===== src/rtl/packet_tx_serializer.sv =====
`default_nettype none
// ============================================================================
//  Module   : packet_tx_serializer
//  Purpose  : Frames a parallel payload between a start byte and an end byte
//             and shifts it out MSB-first, holding every bit for CLKS_PER_BIT
//             clocks, then enforces a guard interval before the next frame.
//  Revision : 1.0 - initial release
// ============================================================================
module packet_tx_serializer #(
  parameter int         PAYLOAD_BYTES = 6,
  parameter logic [7:0] START_BYTE    = 8'hA5,
  parameter logic [7:0] END_BYTE      = 8'h5A,
  parameter int         CLKS_PER_BIT  = 16,
  parameter int         GUARD_CLKS    = 32
) (
  input  logic                          clk,
  input  logic                          reset,
  input  logic [PAYLOAD_BYTES-1:0][7:0] payload,
  input  logic                          send,
  output logic                          tx_bit,
  output logic                          tx_active,
  output logic                          busy,
  output logic                          done,
  output logic                          overrun
);

  // --------------------------------------------------------------------------
  // Derived sizes and terminal counter values
  // --------------------------------------------------------------------------
  localparam int C_FRAME_BYTES = PAYLOAD_BYTES + 2;
  localparam int C_FRAME_BITS  = 8 * C_FRAME_BYTES;
  localparam int C_CLK_W       = $clog2(CLKS_PER_BIT);
  localparam int C_BIT_W       = $clog2(C_FRAME_BITS);
  localparam int C_GUARD_W     = $clog2(GUARD_CLKS) + 1;

  localparam logic [C_CLK_W-1:0]   C_CLK_LAST   = C_CLK_W'(CLKS_PER_BIT - 1);
  localparam logic [C_BIT_W-1:0]   C_BIT_LAST   = C_BIT_W'(C_FRAME_BITS - 1);
  localparam logic [C_GUARD_W-1:0] C_GUARD_LAST = C_GUARD_W'(GUARD_CLKS);

  typedef enum logic [1:0] {
    S_IDLE  = 2'd0,
    S_TX    = 2'd1,
    S_GUARD = 2'd2
  } state_t;

  // --------------------------------------------------------------------------
  // State and datapath registers
  // --------------------------------------------------------------------------
  state_t                    r_state;
  logic [C_CLK_W-1:0]        r_clk_cnt;
  logic [C_BIT_W-1:0]        r_bit_idx;
  logic [C_GUARD_W-1:0]      r_guard_cnt;
  logic [C_FRAME_BITS-1:0]   r_shreg;

  state_t                    w_state_n;
  logic [C_CLK_W-1:0]        w_clk_cnt_n;
  logic [C_BIT_W-1:0]        w_bit_idx_n;
  logic [C_GUARD_W-1:0]      w_guard_cnt_n;
  logic [C_FRAME_BITS-1:0]   w_shreg_n;
  logic                      w_done_n;
  logic                      w_overrun_n;
  logic                      w_tx_bit_n;
  logic                      w_tx_active_n;
  logic                      w_busy_n;

  // Frame image: start byte in the top byte, payload[0] next, end byte last,
  // so a plain left shift presents the bits in transmission order.
  logic [C_FRAME_BITS-1:0]   w_frame;

  assign w_frame[C_FRAME_BITS-1 -: 8] = START_BYTE;
  assign w_frame[7:0]                 = END_BYTE;

  generate
    for (genvar g = 0; g < PAYLOAD_BYTES; g++) begin : g_frame_payload
      assign w_frame[8*(PAYLOAD_BYTES-g) +: 8] = payload[g];
    end
  endgenerate

  // Next-state, counter and output-value decode for the framing FSM.
  always_comb begin
    w_state_n     = r_state;
    w_clk_cnt_n   = r_clk_cnt;
    w_bit_idx_n   = r_bit_idx;
    w_guard_cnt_n = r_guard_cnt;
    w_shreg_n     = r_shreg;
    w_done_n      = 1'b0;
    w_overrun_n   = 1'b0;

    case (r_state)
      S_IDLE: begin
        if (send) begin
          w_state_n     = S_TX;
          w_shreg_n     = w_frame;
          w_clk_cnt_n   = '0;
          w_bit_idx_n   = '0;
          w_guard_cnt_n = '0;
        end
      end

      S_TX: begin
        w_overrun_n = send;
        if (r_clk_cnt == C_CLK_LAST) begin
          w_clk_cnt_n = '0;
          if (r_bit_idx == C_BIT_LAST) begin
            // The done cycle is counted as the first guard cycle.
            w_state_n     = S_GUARD;
            w_done_n      = 1'b1;
            w_guard_cnt_n = C_GUARD_W'(1);
          end else begin
            w_bit_idx_n = r_bit_idx + C_BIT_W'(1);
            w_shreg_n   = {r_shreg[C_FRAME_BITS-2:0], 1'b0};
          end
        end else begin
          w_clk_cnt_n = r_clk_cnt + C_CLK_W'(1);
        end
      end

      S_GUARD: begin
        w_overrun_n = send;
        if (r_guard_cnt == C_GUARD_LAST) begin
          w_state_n     = S_IDLE;
          w_guard_cnt_n = '0;
        end else begin
          w_guard_cnt_n = r_guard_cnt + C_GUARD_W'(1);
        end
      end

      default: begin
        w_state_n = S_IDLE;
      end
    endcase

    // Outputs are decoded from the next state so the flops present them in
    // the same cycle the state they describe becomes current.
    w_tx_active_n = (w_state_n == S_TX);
    w_tx_bit_n    = w_tx_active_n & w_shreg_n[C_FRAME_BITS-1];
    w_busy_n      = (w_state_n != S_IDLE);
  end

  // State, counters, shift register and all outputs are registered here.
  always_ff @(posedge clk) begin
    if (reset) begin
      r_state     <= S_IDLE;
      r_clk_cnt   <= '0;
      r_bit_idx   <= '0;
      r_guard_cnt <= '0;
      r_shreg     <= '0;
      tx_bit      <= 1'b0;
      tx_active   <= 1'b0;
      busy        <= 1'b0;
      done        <= 1'b0;
      overrun     <= 1'b0;
    end else begin
      r_state     <= w_state_n;
      r_clk_cnt   <= w_clk_cnt_n;
      r_bit_idx   <= w_bit_idx_n;
      r_guard_cnt <= w_guard_cnt_n;
      r_shreg     <= w_shreg_n;
      tx_bit      <= w_tx_bit_n;
      tx_active   <= w_tx_active_n;
      busy        <= w_busy_n;
      done        <= w_done_n;
      overrun     <= w_overrun_n;
    end
  end

endmodule
`default_nettype wire

===== config.mk =====
export PLATFORM = sky130hd
export DESIGN_NAME = packet_tx_serializer
export DESIGN_NICKNAME = d
export VERILOG_FILES = /design/src/rtl/packet_tx_serializer.sv
export SDC_FILE = /design/constraint.sdc
export NUM_CORES = 1
export LEC_CHECK = 0
export CORE_MARGIN = 2
export CORE_UTILIZATION = 45
export DETAILED_ROUTE_END_ITERATION = 12
export HOLD_SLACK_MARGIN = 0.08
export PLACE_DENSITY = 0.78
export SLEW_MARGIN = 0
export SYNTH_ARGS = -nofsm -noshare
export SYNTH_HDL_FRONTEND = slang
export SYNTH_SLANG_ARGS = --single-unit

===== constraint.sdc =====
create_clock -name clk -period 2.87 [get_ports clk]
set_clock_uncertainty 0.15 [all_clocks]
set_input_delay 0.574 -clock clk [delete_from_list [all_inputs] [get_ports clk]]
set_output_delay 0.574 -clock clk [all_outputs]
set_load 0.05 [all_outputs]

==> summary.txt <==
Clock tree
  – Htree depth: 3
  – Sinks on Clock Net: 86
  – Worst skew pair latency: 0.36 ns
  – Post-CTS Hold Fix Bufs: 0
  – Postcts setup bufs: 0
  – Clock transition at path regs: 0.08 ns
  – CTS tree: done
  – Worst-case clock buffer depth: 2
  – CTS Buf Count: 9
  – CTS resizes: 0
  – CTS Root Cell: clkbuf_8

Power and ir drop
  – Pleak: 1.63 nW
  – Max VDD drop: 224 µV
  – Power density over the cells: 541 nW/µm²

Cells and area
  – Layout cell share with drive strength beyond 1: 0.0928
  – Filler instances: 767
  – Fin nets: 528
  – Non-filler cells, final: 582
  – N_diodes: 0
  – Synth-to-layout area growth: 21.4%
  – Commonest non-fill, non-tap cells in the layout: dfxtp_1, nor2_1, clkdlybuf4s50_1
  – Commonest non-fill, non-tap cell in the layout: dfxtp_1
  – Finished Cell Area: 4760 µm²

Run
  – MaxCap Viol Count: 0

Global routing
  – Met3 Use GR: 0.0331
  – Busiest grt layer: met2
  – Initial antenna violation count: 0
  – Largest net degree at the start of global routing: 64
  – Congestion Overflow GR: 0
  – Vias in the first global route: 3289
  – GRT Overall Usage: 0.192
  – Global-route wire length before repair: 15.5 mm
  – M2 GR Usage: 0.299
  – Met1 Resource Use GR: 0.268

STA
  – Setup Viol. Count Final: 0
  – WHS: 0.312 ns
  – Hold Vio Cnt, Final: 0
  – Slew headroom: 0.535
  – RSZ-0062 raised after global routing: no
  – Tmin final: 2.32 ns
  – Slew @ Worst Pin: 0.694 ns
  – F_max: 0.431 GHz
  – Final TNS setup: 0 ns
  – Max Slew Vio Count: 0
  – Fin crit share: 0.808

Floorplanning
  – Core area: 8590 µm²
  – Die Y: 97.4 µm
  – Initial Util: 0.456
  – Die width: 97.4 µm
  – Std cell rows: 34
  – IO Pins: 56
  – Die ar.: 9480 µm²

Synth
  – Yosys Warn Count: 0
  – Number of library cell types mapped by synthesis: 46
  – Seq/Total Area, Yosys: 0.439
  – Syn Nets: 493
  – Synth async-reset ratio: 0
  – Syn Area/Cell: 9.04 µm²
  – Primary FF master, synth: dfxtp_1
  – Post-synth EDFFs: 0
  – Yosys reg bits: 86
  – Netlist Area Pre-Place: 3920 µm²
  – Post-Synthesis Cells: 434

Setup path
  – Reg2reg start: r_state[1]$_SDFF_PP0_
  – CP peak stage delay: 0.34 ns
  – CP top delay family: compound AO/OA/AOI/OAI gates
  – Slowest cell on crit path: dfxtp_1
  – Critical Path RT: 2.97 ns
  – RR Endpoint: r_shreg[55]$_SDFFE_PP0P_
  – Critical path type: register to register
  – Largest fanout on the critical path: 47
  – Crit-path cells: inv_1 -> ha_1 -> buf_4 -> and4_1 -> o21a_2 -> buf_12 -> a22oi_1 -> a221oi_1
  – Worst EP arrival: 2.42 ns
  – Critical Path End Type: register
  – R2R Setup Slk: 0.55 ns
  – FF-to-FF path depth: 8
  – WP buf/inv: 3
  – Worst setup SP type: register

Drt
  – Drt initial violations: 290
  – Post-Route WL: 9.13 mm
  – DRC Markers: 0
  – 1st-pass router iterations: 5
  – Final ANT Viol Nets: 0
  – WL/cell: 15.7 µm
  – Via count: 3556
  – DR vias/cell: 6.11

Status
  – Status: finished, final reports clean

Hold path
  – Hold path depth: 2
  – Hold path start: r_shreg[1]$_SDFFE_PP0P_
  – Worst min path class: register to register
  – Min-Delay Endpoint: r_shreg[1]$_SDFFE_PP0P_

Placement
  – Placed Instance Area: 4590 µm²
  – Number of port buffers: 55
  – DP Cell Count: 566
  – DP Wirelength: 5.66 mm
  – GPL Wtd Cong: 0.850
==> kinds of logic (layout without fill, tap and decap cells) <==
kind of cell    after synthesis  in the layout  synth area share
buf+inv                      56             96            0.0571
fa+ha+maj                     8              8            0.0255
mux                          14             14            0.0367
compound gates              143            143             0.292
flops                        86             86             0.439
simple gates                127            127             0.150
==> synthesized netlist by cell type (all sizes together), types with 2 or more instances <==
library cell / count / area [µm²]
and2: 2 / 12.5
inv: 13 / 48.8
nand4: 2 / 12.5
o221a: 6 / 67.6
mux2i: 14 / 144
ha: 8 / 100
nand2b: 4 / 25.0
nor2: 60 / 225
nor3: 3 / 15.0
or2: 2 / 12.5
buf: 11 / 55.1
o32ai: 5 / 43.8
or3: 8 / 50.1
nand3: 16 / 85.1
clkbuf: 31 / 116
o211ai: 3 / 22.5
a221oi: 50 / 438
and3: 3 / 18.8
nand2: 20 / 75.1
dfxtp: 86 / 1720
o21ai: 9 / 45.0
a22oi: 49 / 368
a211oi: 7 / 52.6
a21oi: 5 / 28.8
==> tightest hold or removal path: stages (launching register included) <==
cell and delay (ns):
dfxtp_1 0.32, nand2_1 0.05, a21oi_1 0.05
==> how the worst max path moves through the flow <==
stage | from | to | slack (ns) | cells past startpoint
after floorplan | r_state[1]$_SDFF_PP0_ | r_shreg[45]$_SDFFE_PP0P_ | 0.80 | 8
after global placement | send | r_guard_cnt[1]$_SDFFE_PP0P_ | 0.42 | 5
after detailed placement | send | r_guard_cnt[1]$_SDFFE_PP0P_ | 0.38 | 5
after CTS | r_state[1]$_SDFF_PP0_ | r_shreg[55]$_SDFFE_PP0P_ | 0.56 | 8
after global routing | r_state[1]$_SDFF_PP0_ | r_shreg[49]$_SDFFE_PP0P_ | 0.36 | 8
final | r_state[1]$_SDFF_PP0_ | r_shreg[55]$_SDFFE_PP0P_ | 0.55 | 8
==> area by class of cell <==
class	count	area (µm²)	area share
Clock inverter	6	46.3	0.00972
Multi-Input combinational cell	292	2000	0.420
Tap cell	108	135	0.0284
Clock buffer	10	128	0.0268
Timing Repair Buffer	66	678	0.142
Sequential cell	86	1720	0.362
Inverter	14	52.6	0.0110
==> stage by stage <==
step / util / setup slack, ns / power (W)
after floorplan: - / 0.800 / 0.00167
after global placement: 0.534 / 0.422 / 0.00182
after detailed placement: 0.534 / 0.377 / 0.00184
after CTS: 0.554 / 0.559 / 0.00260
after global routing: 0.554 / 0.362 / 0.00270
final: 0.554 / 0.552 / 0.00258
==> where the power goes <==
group | switching, W | leakage, nW | internal, W
combinational | 0.000251 | 0.841 | 0.000226
sequential | 0.0000496 | 0.705 | 0.00129
clock | 0.000443 | 0.0833 | 0.000321
==> layer usage <==
layer	vias to the layer above	wire [µm]
li1	1726	-
met1	1710	4230
met2	104	4280
met3	16	451
met4	0	178
met5	-	0
==> registers in the layout (all words and copies together) (netlist names) <==
register and flops:
r_guard_cnt 6, r_bit_idx 6, r_state 2, tx_bit 1, busy 1, tx_active 1, r_shreg 63, r_clk_cnt 4
overrun 1, done 1
No activity file was read; power rests on OpenSTA's default activity.
